### src/rtl/conv_param_pkg.sv
// conv_param_pkg: FSM state, accumulator width and saturation bounds shared by conv_param and its lanes
package conv_param_pkg;
  typedef enum logic [1:0] {LOAD, COMPUTE, DRAIN} state_t;
  function automatic int acc_w(input int t, input int m);
    return 2 * t + $clog2(m);
  endfunction
  function automatic longint sat_max(input int t);
    return (longint'(1) << (t - 1)) - 1;
  endfunction
  function automatic longint sat_min(input int t);
    return -(longint'(1) << (t - 1));
  endfunction
endpackage

### src/rtl/conv_mac_lane.sv
// conv_mac_lane: one MAC lane accumulating full-width x*f products and presenting a saturated T-bit result
// CONV_RELU_EN: when defined, negative saturated results are output as 0
module conv_mac_lane
  import conv_param_pkg::*;
#(
  parameter int M = 4,
  parameter int T = 8
) (
  input  logic                clk,
  input  logic                rst,
  input  logic                clr,
  input  logic                en,
  input  logic signed [T-1:0] x,
  input  logic signed [T-1:0] f,
  output logic signed [T-1:0] y
);
  localparam int AW = acc_w(T, M);
  localparam logic signed [AW-1:0] SMAX = AW'(sat_max(T));
  localparam logic signed [AW-1:0] SMIN = AW'(sat_min(T));
  logic signed [2*T-1:0] prod;
  logic signed [AW-1:0] acc;
  logic signed [T-1:0] sat;
  assign prod = (2*T)'(x) * (2*T)'(f);
  always_ff @(posedge clk)
    if (rst || clr) acc <= '0;
    else if (en) acc <= acc + AW'(prod);
  always_comb sat = acc > SMAX ? T'(SMAX) : acc < SMIN ? T'(SMIN) : T'(acc);
`ifdef CONV_RELU_EN
  assign y = sat[T-1] ? '0 : sat;
`else
  assign y = sat;
`endif
endmodule

### src/rtl/conv_param.sv
// conv_param: valid 1-D convolution of an N-word vector with an M-word filter, P outputs per COMPUTE group
// CONV_RELU_EN: when defined, negative results are output as 0
module conv_param
  import conv_param_pkg::*;
#(
  parameter int N = 8,
  parameter int M = 4,
  parameter int T = 8,
  parameter int P = 1
) (
  input  logic                clk,
  input  logic                reset,
  input  logic signed [T-1:0] s_data_in_x,
  input  logic                s_valid_x,
  output logic                s_ready_x,
  input  logic signed [T-1:0] s_data_in_f,
  input  logic                s_valid_f,
  output logic                s_ready_f,
  output logic signed [T-1:0] m_data_out_y,
  output logic                m_valid_y,
  input  logic                m_ready_y
);
  localparam int NO = N - M + 1;
  localparam int AW = $clog2(N);
  localparam int FW = $clog2(M);
  localparam int XW = $clog2(N + 1);
  localparam int FCW = $clog2(M + 1);
  localparam int CW = $clog2(M + 2);
  localparam int DW = $clog2(P + 1);
  state_t state;
  logic [XW-1:0] xc, k;
  logic [FCW-1:0] fc;
  logic [CW-1:0] cnt;
  logic [DW-1:0] dcnt;
  logic signed [T-1:0] xm [N];
  logic signed [T-1:0] fm [M];
  logic [P*T-1:0] lane_y, res;
  logic x_full, f_full, lane_clr, lane_en;
  assign x_full = xc == XW'(N);
  assign f_full = fc == FCW'(M);
  assign s_ready_x = !reset && state == LOAD && !x_full;
  assign s_ready_f = !reset && state == LOAD && !f_full;
  assign m_data_out_y = res[T-1:0];
  // cnt 0 clears, 1..M accumulate tap cnt-1, M+1 captures the saturated results
  assign lane_clr = state == COMPUTE && cnt == '0;
  assign lane_en = state == COMPUTE && cnt != '0 && cnt != CW'(M + 1);
  always_ff @(posedge clk) begin
    if (s_valid_x && s_ready_x) xm[AW'(xc)] <= s_data_in_x;
    if (s_valid_f && s_ready_f) fm[FW'(fc)] <= s_data_in_f;
  end
  for (genvar j = 0; j < P; j++) begin : g_lane
    conv_mac_lane #(.M(M), .T(T)) u_lane (
      .clk(clk),
      .rst(reset),
      .clr(lane_clr),
      .en(lane_en),
      .x(xm[AW'(32'(k) + 32'(cnt) + j - 1)]),
      .f(fm[FW'(32'(cnt) - 1)]),
      .y(lane_y[j*T +: T])
    );
  end
  always_ff @(posedge clk)
    if (reset) begin
      state <= LOAD;
      xc <= '0;
      fc <= '0;
      k <= '0;
      cnt <= '0;
      dcnt <= '0;
      m_valid_y <= 1'b0;
      res <= '0;
    end else case (state)
      LOAD: begin
        if (s_valid_x && s_ready_x) xc <= xc + XW'(1);
        if (s_valid_f && s_ready_f) fc <= fc + FCW'(1);
        if (x_full && f_full) begin
          state <= COMPUTE;
          k <= '0;
          cnt <= '0;
        end
      end
      COMPUTE: begin
        cnt <= cnt + CW'(1);
        if (cnt == CW'(M + 1)) begin
          state <= DRAIN;
          res <= lane_y;
          dcnt <= '0;
          m_valid_y <= 1'b1;
        end
      end
      default: if (m_ready_y) begin
        res <= res >> T;
        dcnt <= dcnt + DW'(1);
        if (dcnt == DW'(P - 1)) begin
          m_valid_y <= 1'b0;
          cnt <= '0;
          if (k + XW'(P) < XW'(NO)) begin
            state <= COMPUTE;
            k <= k + XW'(P);
          end else begin
            state <= LOAD;
            xc <= '0;
            fc <= '0;
          end
        end
      end
    endcase
endmodule

### config.mk
export PLATFORM = sky130hd
export DESIGN_NAME = conv_param
export DESIGN_NICKNAME = d
export VERILOG_FILES = /design/src/rtl/conv_param_pkg.sv /design/src/rtl/conv_mac_lane.sv /design/src/rtl/conv_param.sv
export SDC_FILE = /design/constraint.sdc
export NUM_CORES = 1
export LEC_CHECK = 0
export ABC_AREA = 1
export BUFFER_PORTS_ARGS = -buffer_cell sky130_fd_sc_hd__buf_4
export CORE_ASPECT_RATIO = 0.75
export CORE_UTILIZATION = 30
export CTS_CLUSTER_SIZE = 20
export DETAILED_ROUTE_END_ITERATION = 6
export SLEW_MARGIN = 20
export SYNTH_ARGS = -nofsm -noshare
export SYNTH_HDL_FRONTEND = slang
export SYNTH_SLANG_ARGS = --single-unit
### constraint.sdc
create_clock -name clk -period 7.2 [get_ports clk]
set_clock_uncertainty 0.05 [all_clocks]
set_input_delay 0.36 -clock clk [delete_from_list [all_inputs] [get_ports clk]]
set_output_delay 0.36 -clock clk [all_outputs]
set_load 0.005 [all_outputs]
==> metrics.cfg, run 1 <==
[setup_path]
crit_path_end_kind=register
cp_slowest_cell=fa_1
r2r-start=k[1]
path_common_cell=inv_1
start_kind=register
r2r_slack_ns=0.82
path_class=register to register
critPathRequiredTime_ns=7.48
r2r_end=g_lane[0].u_lane.acc[17]
worstPathArrival_ns=6.66
reg2reg_depth=29
crit_fanout=31
critPathMaxStageDelay_ns=0.65

[floorplanning]
die_y_um=157
core_um2=31300
io_pins=32
start_util=0.305
die_w_um=208
num_rows=56
die-area_um2=32600

[clock_network]
cts_buffers=17
clock_path_buffers=2
ctsHoldBuffers=0
post_cts_buffers=0
post_cts_resized=0
clk_pin_slew_ns=0.07
cts_sinks=140
clk_latency_ns=0.43
cts_root_buf=clkbuf_16
cts_tree=done
ctsHtreeMaxLevel=4

[global_route]
grt_usage=0.138
overflow=0
grt_pass1_vias=6515
grt_max_degree=33
grt_pass1_wl_mm=34.8
antenna_found_initial=0

[run]
maxCapViolations=0

[timing]
min_period_ns=6.38
min_period_over_period=0.887
slew_headroom=0.285
rsz0062_at_grt=no
worstMarginPinSlew_ns=1.06
fmax_mhz=157
setup_viol=0
fin_setup_tns_ns=0
maxSlewViolCount=0
hold_violations=0

[route]
drt.antenna.violating_nets=0
vias=6642
wl_mm=21.2
viasPerCell=4.52
drc=0
drtPass1Iterations=5
drtIter0Drc=494
routedWlPerCell_um=14.4

[yosys]
syn_area_per_cell_um2=9.43
ys_seq_elements=140
syn-instance-count=1014
synth-seq-area-share=0.393
syn_nets=1170
ys.flop_type=edfxtp_1
syn_area_um2=9570
synth_cell_type_count=47
synth_async_sr_flop_share=0
synth_edf_count=96
ys_warn_count=0

[layout]
final.fill_count=3073
drive_gt1_frac=0.125
diodes=0
final_core_util=0.347
nNetsFinal=1208
design_area_um2=10900
area_delta_synth_final_pct=13.7

[hold_path]
hp-start=s_data_in_f[0]
min-delay-path-class=primary input to register
min_to=fm[3][0]
hold_depth=1

[place]
gp_congestion=0.849
hpwl_mm=16.2
placed_area_um2=10300
port_buffers=31

[status]
status=completed

==> stage by stage <==
| step | hold WS [ns] | setup WS [ns] | std cells |
|---|---|---|---|
| CTS | 0.0765 | 0.855 | 1470 |
| finish | 0.0948 | 0.815 | 1470 |
| detailed placement | 0.406 | 0.867 | 1439 |
| floorplan | 0.388 | 1.02 | 1014 |
| global route | 0.0799 | 0.424 | 1470 |
| global placement | 0.408 | 0.969 | 1439 |
==> metal layers <==
metal | share of wire | vias to the layer above | global-route usage | wire (um)
li1 | - | 3301 | - | -
met3 | 0.056 | 12 | 0.0211 | 1180
met5 | 0 | - | 0 | 0
met1 | 0.53 | 3144 | 0.215 | 11200
met2 | 0.41 | 185 | 0.196 | 8650
met4 | 0.0075 | 0 | 0.0307 | 158
==> layout make-up <==
cell class / instances / area (um^2) / area share
clock buffer: 17 / 425 / 0.0391
clock inverter: 14 / 184 / 0.0169
inverter: 199 / 752 / 0.0692
multi-input combinational: 657 / 4960 / 0.456
sequential: 140 / 3760 / 0.346
tap: 406 / 508 / 0.0467
timing repair buffer: 37 / 278 / 0.0255
==> registers in the layout (all words and copies together) (netlist names) <==
name / cells
xm: 64
fm: 32
g_lane.u_lane.acc: 18
m_data_out_y: 8
k: 4
xc: 4
cnt: 3
fc: 3
state: 2
dcnt: 1
m_valid_y: 1
==> cells in the final DEF (no fill, tap or decap), types with 3 or more instances in the layout <==
| master | synthesis | final |
|---|---|---|
| inv_2 | 15 | 15 |
| a32o_1 | 15 | 15 |
| inv_1 | 182 | 182 |
| buf_4 | 2 | 37 |
| a21oi_1 | 61 | 61 |
| xnor2_1 | 7 | 7 |
| o21ai_0 | 21 | 21 |
| ha_1 | 55 | 55 |
| bufinv_16 | 0 | 3 |
| nor3_1 | 8 | 6 |
| or2_2 | 17 | 17 |
| dfxtp_1 | 44 | 44 |
| nor2_1 | 84 | 84 |
| nand2_1 | 216 | 216 |
| or2_1 | 7 | 7 |
| clkbuf_16 | 0 | 17 |
| nand3_1 | 27 | 27 |
| xor2_1 | 7 | 7 |
| o21ai_1 | 5 | 5 |
| o21bai_1 | 3 | 3 |
| fa_1 | 80 | 80 |
| edfxtp_1 | 96 | 96 |
| nand2_2 | 4 | 4 |
| nor2_2 | 4 | 4 |
| inv_6 | 0 | 4 |
| a32oi_2 | 6 | 6 |
| nand4_1 | 6 | 6 |
| nor2_4 | 4 | 4 |
==> critical path: cells and delay by family, from the launching register on <==
| kind | cells | cell delay [ns] |
|---|---|---|
| and+or+nand+nor | 8 | 0.74 |
| adders and majority gates | 8 | 3.56 |
| buffers and inverters | 9 | 0.80 |
| AOI/OAI and AO/OA | 4 | 0.75 |
| DFF | 1 | 0.39 |
==> cell usage after synthesis, types with 8 or more instances <==
cell	n	area share
a32o_1	15	0.016
or2_2	17	0.011
nand2_1	216	0.085
ha_1	55	0.072
nand3_1	27	0.014
buf_2	11	0.0058
edfxtp_1	96	0.30
o21ai_0	21	0.011
a21oi_1	61	0.032
dfxtp_1	44	0.092
fa_1	80	0.17
inv_1	182	0.071
nor2_1	84	0.033
inv_2	15	0.0059
nor3_1	8	0.0042
==> cells by family (layout without fill, tap and decap cells) <==
kind of cell	count (synthesis)	after routing	synth area share
buffers and inverters	217	267	0.0887
AND/OR/NAND/NOR	386	386	0.177
adder cells (fa/ha/maj)	135	135	0.239
AO/OA/AOI/OAI	122	122	0.0884
flip-flops	140	140	0.393
XOR/XNOR	14	14	0.0128
==> worst max path at each step <==
| stage | slack [ns] | end | startpoint | depth (start not counted) |
|---|---|---|---|---|
| floorplan | 1.02 | g_lane[0].u_lane.acc[17] | cnt[0] | 28 |
| global placement | 0.97 | g_lane[0].u_lane.acc[16] | k[1] | 29 |
| detailed placement | 0.87 | g_lane[0].u_lane.acc[15] | k[1] | 29 |
| CTS | 0.86 | g_lane[0].u_lane.acc[15] | k[1] | 29 |
| global route | 0.42 | g_lane[0].u_lane.acc[15] | cnt[0] | 29 |
| finish | 0.82 | g_lane[0].u_lane.acc[17] | k[1] | 29 |
Power of run 1 is not shown: default switching activity piles up to over one toggle a cycle in this logic, so the estimate is an artifact.
==> run 2, diff against run 1 <==
==> constraint.sdc (replaced) <==
create_clock -name clk -period 6.29 [get_ports clk]
set_clock_uncertainty 0.05 [all_clocks]
set_input_delay 0.3145 -clock clk [delete_from_list [all_inputs] [get_ports clk]]
set_output_delay 0.3145 -clock clk [all_outputs]
set_load 0.005 [all_outputs]
==> run 2 against run 1 <==
Compared with the run above:
- first-iteration DRC count shrank 12%
- register-to-register slack lost 0.50 ns
- highest routed layer unchanged
- final cell count increased by 1.4%
- worst setup slack worse by 0.50 ns
- non-clock buffer count rose by 19
- sequential share of layout area shrank 0.68 points
- count of clock-buffer cells in the layout unchanged
- routed wire length rose by 2.5%
==> metrics.cfg, run 2 (synthesis results as in run 1) <==
[status]
status=completed

[place]
placed_area_um2=10400  ; +1.3%
hpwl_mm=16.7  ; +3.3%
port_buffers=31  ; unchanged
placed_cells=1453  ; +0.97%
gp_congestion=0.877  ; +3.4%

[global_route]
grt_pass1_vias=6715  ; +3.1%
antenna_found_initial=0  ; unchanged
overflow=0  ; unchanged
grt_usage=0.142  ; +0.00402
grt_pass1_wl_mm=35.8  ; +2.8%
grt_max_degree=33  ; unchanged

[setup_path]
cp_slowest_cell=fa_1
endpoint=g_lane[0].u_lane.acc[14]
crit_start=k[1]
start_kind=register
r2r_slack_ns=0.31  ; -0.50 ns
crit_fanout=8  ; -74%
r2r_end=g_lane[0].u_lane.acc[14]
r2r-start=k[1]
critPathMaxStageDelay_ns=0.56  ; -0.09 ns
path_class=register to register
worstPathArrival_ns=6.25  ; -0.41 ns
reg2reg_depth=32  ; +10%
crit_path_end_kind=register
critPathRequiredTime_ns=6.56  ; -0.92 ns

[timing]
setup_viol=0  ; unchanged
slew_headroom=0.285  ; about the same
worstMarginPinSlew_ns=1.07  ; +0.00497 ns
fin_setup_tns_ns=0  ; unchanged
fmax_mhz=167  ; +6.8%
min_period_over_period=0.950  ; +0.0633
maxSlewViolCount=0  ; unchanged
min_period_ns=5.98  ; -0.409 ns
hold_violations=0  ; unchanged
rsz0062_at_grt=no

[route]
wl_mm=21.7  ; +2.5%
drt.antenna.violating_nets=0  ; unchanged
route.met2.wl_mm=8.58  ; -0.82%
routed.top_layer=met4
drtPass1Iterations=5  ; unchanged
vias=6736  ; +1.4%
routedWlPerCell_um=14.6  ; +1.1%
drtIter0Drc=434  ; -12%
wl_met1_mm=11.8  ; +5.6%
wl_met3_mm=1.08  ; -8.5%
drc=0  ; unchanged
viasPerCell=4.52  ; about the same

[clock_network]
ctsHoldBuffers=0  ; unchanged
cts_tree=done
clk_latency_ns=0.43  ; about the same
ctsHtreeMaxLevel=4  ; unchanged
clock_path_buffers=2  ; unchanged
clk_pin_slew_ns=0.07  ; about the same
cts_root_buf=clkbuf_16
cts_sinks=140  ; unchanged
cts_buffers=17  ; unchanged

[layout]
diodes=0  ; unchanged
top_register=xm
nNetsFinal=1227  ; +1.6%
design_area_um2=11100  ; +2.1%
final_common_cell=nand2_1
area_delta_synth_final_pct=16.1
final_cell_mix=215 x nand2_1, 181 x inv_1, 96 x edfxtp_1
finalNonFillerCells=1490  ; +1.4%
largest_reg_flops=64  ; unchanged
top_regs=xm (64), fm (32), g_lane.u_lane.acc (18)
final.fill_count=3066  ; -0.23%
drive_gt1_frac=0.151  ; +0.0263

[floorplanning]
die_y_um=157  ; unchanged
die-area_um2=32600  ; unchanged
die_w_um=208  ; unchanged
num_rows=56  ; unchanged
io_pins=32  ; unchanged
core_um2=31300  ; unchanged
start_util=0.305  ; unchanged

[run]
maxCapViolations=0  ; unchanged

[hold_path]
min-delay-path-class=primary input to register

[run 2: worst min-delay path by stage]
stage                                from  slack, ns  depth (start not counted)              end
after global routing       s_data_in_f[4]       0.02                          1         fm[3][4]
final                      s_data_in_f[1]       0.04                          1         fm[3][1]
after global placement    m_data_out_y[4]       0.41                          2  m_data_out_y[4]
after detailed placement  m_data_out_y[5]       0.41                          2  m_data_out_y[5]
after CTS                  s_data_in_f[4]       0.02                          1         fm[2][4]
after floorplan                     reset       0.34                          1           cnt[2]
[run 2: layout make-up]
class	count	area (um^2)	area share
clock buffers	17	425	0.0383
well taps	406	508	0.0457
clock inverters	15	155	0.0140
repair buffers	56	487	0.0438
flip-flops and latches	140	3770	0.339
multi-input cells	657	5000	0.451
inverters	199	758	0.0683
[run 2: what timing repair did]
action | 4_1_cts | 5_1_grt
setup buffers | 0 | 4
endpoints found under the setup margin | 0 | 10
gates resized for setup | 0 | 18
[run 2: per-layer routing]
layer  track usage  vias up
met1         0.219     3220
met5             0        -
met4        0.0339        0
met2         0.200      158
met3        0.0265       15
li1              -     3343
[run 2: through the flow]
step	setup WS, ns	hold slack (ns)	utilization
2_1_floorplan	0.106	0.343	-
3_3_place_gp	0.180	0.407	0.332
3_5_place_dp	0.0930	0.411	0.332
4_1_cts	0.0648	0.0247	0.351
5_1_grt	0.00529	0.0242	0.355
6_report	0.314	0.0361	0.355
[run 2: critical path: cells and delay by family, from the launching register on]
family | cells | cell delay, ns
AOI/OAI and AO/OA | 1 | 0.14
adders and majority gates | 8 | 3.26
buffers and inverters | 9 | 0.60
DFF | 1 | 0.37
and+or+nand+nor | 13 | 1.30
xor gates and xnor gates | 1 | 0.16
Power of run 2 is left out for the same reason.
==> run 3, diff against run 2 <==
--- a/config.mk
+++ b/config.mk
@@ -5,7 +5,7 @@
 export SDC_FILE = /design/constraint.sdc
 export NUM_CORES = 1
 export LEC_CHECK = 0
-export ABC_AREA = 1
+export ABC_AREA = 0
 export BUFFER_PORTS_ARGS = -buffer_cell sky130_fd_sc_hd__buf_4
 export CORE_ASPECT_RATIO = 0.75
 export CORE_UTILIZATION = 30
==> run 3 against run 2 <==
Compared with the run above:
- the run now ends with setup timing left
- hold slack hardly changed
- core utilization is 3.6 points higher
- global-route usage is 0.43 points lower
- synthesized cell count shrank 27%
- maximum frequency is 7.4% lower
- die area decreased by 6.3%
- critical path depth fell by 5
- via count down 14%
- sequential share of layout area shrank 0.85 points
- synthesized area decreased by 6.4%
- first-iteration DRC count fell by 15%
- flip-flop and latch count is the same
==> metrics.cfg, run 3 <==
[layout]
final_common_cell=buf_4
finalNonFillerCells=1269  ; -15%
final_cell_mix=101 x buf_4, 96 x inv_1, 96 x edfxtp_1
area_delta_synth_final_pct=27.2
top_register=xm
top_regs=xm (64), fm (32), g_lane.u_lane.acc (18)
drive_gt1_frac=0.298  ; +0.146
largest_reg_flops=64  ; unchanged
final.fill_count=2805  ; -8.5%
nNetsFinal=1020  ; -17%
diodes=0  ; unchanged
design_area_um2=11400  ; +2.5%

[setup_path]
start_kind=register
crit_fanout=7  ; -1
crit_path_end_kind=register
critPathRequiredTime_ns=6.57  ; about the same
path_class=register to register
reg2reg_depth=27  ; -16%
r2r-start=cnt[1]
worstPathArrival_ns=6.73  ; +0.48 ns
r2r_end=g_lane[0].u_lane.acc[16]
r2r_slack_ns=-0.17  ; -0.48 ns

[pwr]
power.leakage_uw=0.00455
p_comb_frac=0.031
switching_share=0.221
p_int_uw=1660
ir_drop_mv=0.182
seqPwrFrac=0.468
pwr-share-clk=0.501
power_density_nw_per_um2=187
p_switching_uw=471

[timing]
fin_setup_tns_ns=-0.445  ; -0.445 ns
hold_violations=0  ; unchanged
setup_viol=6  ; +6
fmax_mhz=155  ; -7.4%
rsz0062_at_grt=yes
maxSlewViolCount=0  ; unchanged
min_period_ns=6.46  ; +0.479 ns
setup_ws_ns=-0.165  ; -0.479 ns
slew_headroom=0.303  ; +0.0178
min_period_over_period=1.03  ; +0.0762
worstMarginPinSlew_ns=1.04  ; -0.0267 ns

[floorplanning]
io_pins=32  ; unchanged
die-area_um2=30600  ; -6.3%
die_y_um=152  ; -3.2%
start_util=0.307  ; +0.00143
num_rows=54  ; -3.6%
core_um2=29200  ; -6.8%
die_w_um=202  ; -3.2%

[route]
drtIter0Drc=369  ; -15%
drt.antenna.violating_nets=0  ; unchanged
wl_mm=19.4  ; -11%
vias=5788  ; -14%
viasPerCell=4.56  ; +0.89%
drc=0  ; unchanged
routedWlPerCell_um=15.3  ; +4.6%
drtPass1Iterations=5  ; unchanged

[yosys]
synth_compound_area_frac=0.0538  ; -0.0346
ys_top_cells_by_area=edfxtp_1 32%, fa_1 18%, dfxtp_1 9.8%
syn_area_um2=8960  ; -6.4%
synth_edf_count=96  ; unchanged
yosys.area.top_type_share=0.322  ; +0.0205
synth_common_cells=110 x inv_1, 96 x edfxtp_1, 80 x fa_1
synth_top_family_by_area=adder cells
syn_nets=901  ; -23%
yosysMostFrequentCell=inv_1
ys.flop_type=edfxtp_1
syn_area_per_cell_um2=12.0  ; +27%
synthXorXnorAreaFrac=0.0221  ; +0.00925
syn-instance-count=745  ; -27%
ys_seq_elements=140  ; unchanged
synth-seq-area-share=0.420  ; +0.0268
synth_top_area_cell=edfxtp_1
synth-simple-area-share=0.112  ; -0.0649
synthMuxAreaShare=0.0814  ; +0.0814
synth_cell_type_count=57  ; +21%
synth_adder_area_share=0.256  ; +0.0163
synth_async_sr_flop_share=0  ; unchanged
ys_warn_count=0  ; unchanged

[status]
status=finished with violations
failed_checks=setup timing

[place]
placed_area_um2=10200  ; -2.0%
gp_congestion=0.827  ; -5.7%
placed_cells=1208  ; -17%
hpwl_mm=14.4  ; -14%
port_buffers=31  ; unchanged

[global_route]
grt_pass1_vias=5964  ; -11%
grt_pass1_wl_mm=31.7  ; -12%
antenna_found_initial=0  ; unchanged
overflow=0  ; unchanged
grt_max_degree=29  ; -12%
grt_usage=0.137  ; -0.00428

[clock_network]
clk_latency_ns=0.44  ; about the same
clock_path_buffers=2  ; unchanged
ctsHtreeMaxLevel=4  ; unchanged
cts_root_buf=clkbuf_16
clk_pin_slew_ns=0.07  ; about the same
cts_sinks=140  ; unchanged
cts_tree=done
cts_buffers=17  ; unchanged

[run]
maxCapViolations=0  ; unchanged

[hold_path]
min-delay-path-class=primary input to register
hp-start=s_data_in_f[3]
hold_depth=1  ; unchanged
min_to=fm[3][3]

[run 3: what timing repair did]
action	4_1_cts	5_1_grt
buffers inserted	16	12
gates resized for setup	49	33
hold buffers	0	0
pin swaps	52	29
endpoints found under the setup margin	10	10
cloned	1	0
[run 3: layout make-up]
| type | count | area (um^2) | area share |
|---|---|---|---|
| multi-input combinational | 481 | 5150 | 0.452 |
| clock inverter | 15 | 200 | 0.0176 |
| sequential | 140 | 3770 | 0.331 |
| clock buffer | 17 | 425 | 0.0374 |
| timing repair buffer | 112 | 921 | 0.0809 |
| tap | 392 | 490 | 0.0431 |
| inverter | 112 | 433 | 0.0380 |
[run 3: stage by stage]
step           hold WS [ns]  worst slack (ns)  total power, uW   util
2_1_floorplan         0.363          -0.00270             1050      -
3_3_place_gp          0.392            -0.394             1080  0.349
3_5_place_dp          0.397            -0.453             1080  0.349
4_1_cts              0.0186            -0.146             2140  0.381
5_1_grt              0.0146            -0.372             2200  0.390
6_report             0.0362            -0.165             2130  0.390
[run 3: routing by layer]
layer  track usage  up-vias  part of all wire
li1              -     2765                 -
met1         0.194     2885              0.50
met2         0.206      123              0.43
met3        0.0376       15             0.056
met4        0.0390        0            0.0099
met5             0        -                 0
[run 3: kinds of logic (layout without fill, tap and decap cells)]
logic type | after synthesis | count (layout)
adders and majority gates | 135 | 135
DFF | 140 | 140
xor gates and xnor gates | 20 | 20
and+or+nand+nor | 204 | 205
muxes | 38 | 38
buffers and inverters | 125 | 256
AOI/OAI and AO/OA | 83 | 83
[run 3: worst max path at each step]
stage                 from                  endpoint  slack (ns)  cells past startpoint
global placement    cnt[1]  g_lane[0].u_lane.acc[16]       -0.39                     23
detailed placement  cnt[1]  g_lane[0].u_lane.acc[16]       -0.45                     23
finish              cnt[1]  g_lane[0].u_lane.acc[16]       -0.17                     27
CTS                 cnt[1]  g_lane[0].u_lane.acc[17]       -0.15                     27
global route          k[1]  g_lane[0].u_lane.acc[17]       -0.37                     27
floorplan           cnt[0]  g_lane[0].u_lane.acc[16]      -0.003                     24
[run 3: power by group through the flow]
stage          sequential [uW]  clock [uW]  combinational (uW)
2_1_floorplan             1020           0                29.2
6_report                   997        1070                65.8
3_3_place_gp              1020           0                59.6
3_5_place_dp              1020           0                60.1
5_1_grt                    997        1130                73.3
4_1_cts                    997        1080                62.9
[run 3: critical path: stages, from the launching register on]
cell,delay (ns)
dfxtp_2,0.34
inv_2,0.05
ha_4,0.25
inv_2,0.04
ha_4,0.16
xnor2_4,0.19
xnor2_4,0.15
buf_12,0.15
buf_8,0.13
buf_6,0.11
mux4_2,0.51
mux2i_4,0.28
buf_4,0.17
and2_4,0.13
fa_1,0.42
inv_2,0.07
fa_1,0.42
fa_1,0.50
inv_2,0.04
fa_1,0.56
ha_4,0.23
ha_4,0.24
and3_4,0.15
nor2b_4,0.12
or3_4,0.39
a31oi_4,0.17
nor3_2,0.06
a211o_1,0.27
Power figures use the tool's default switching activity.
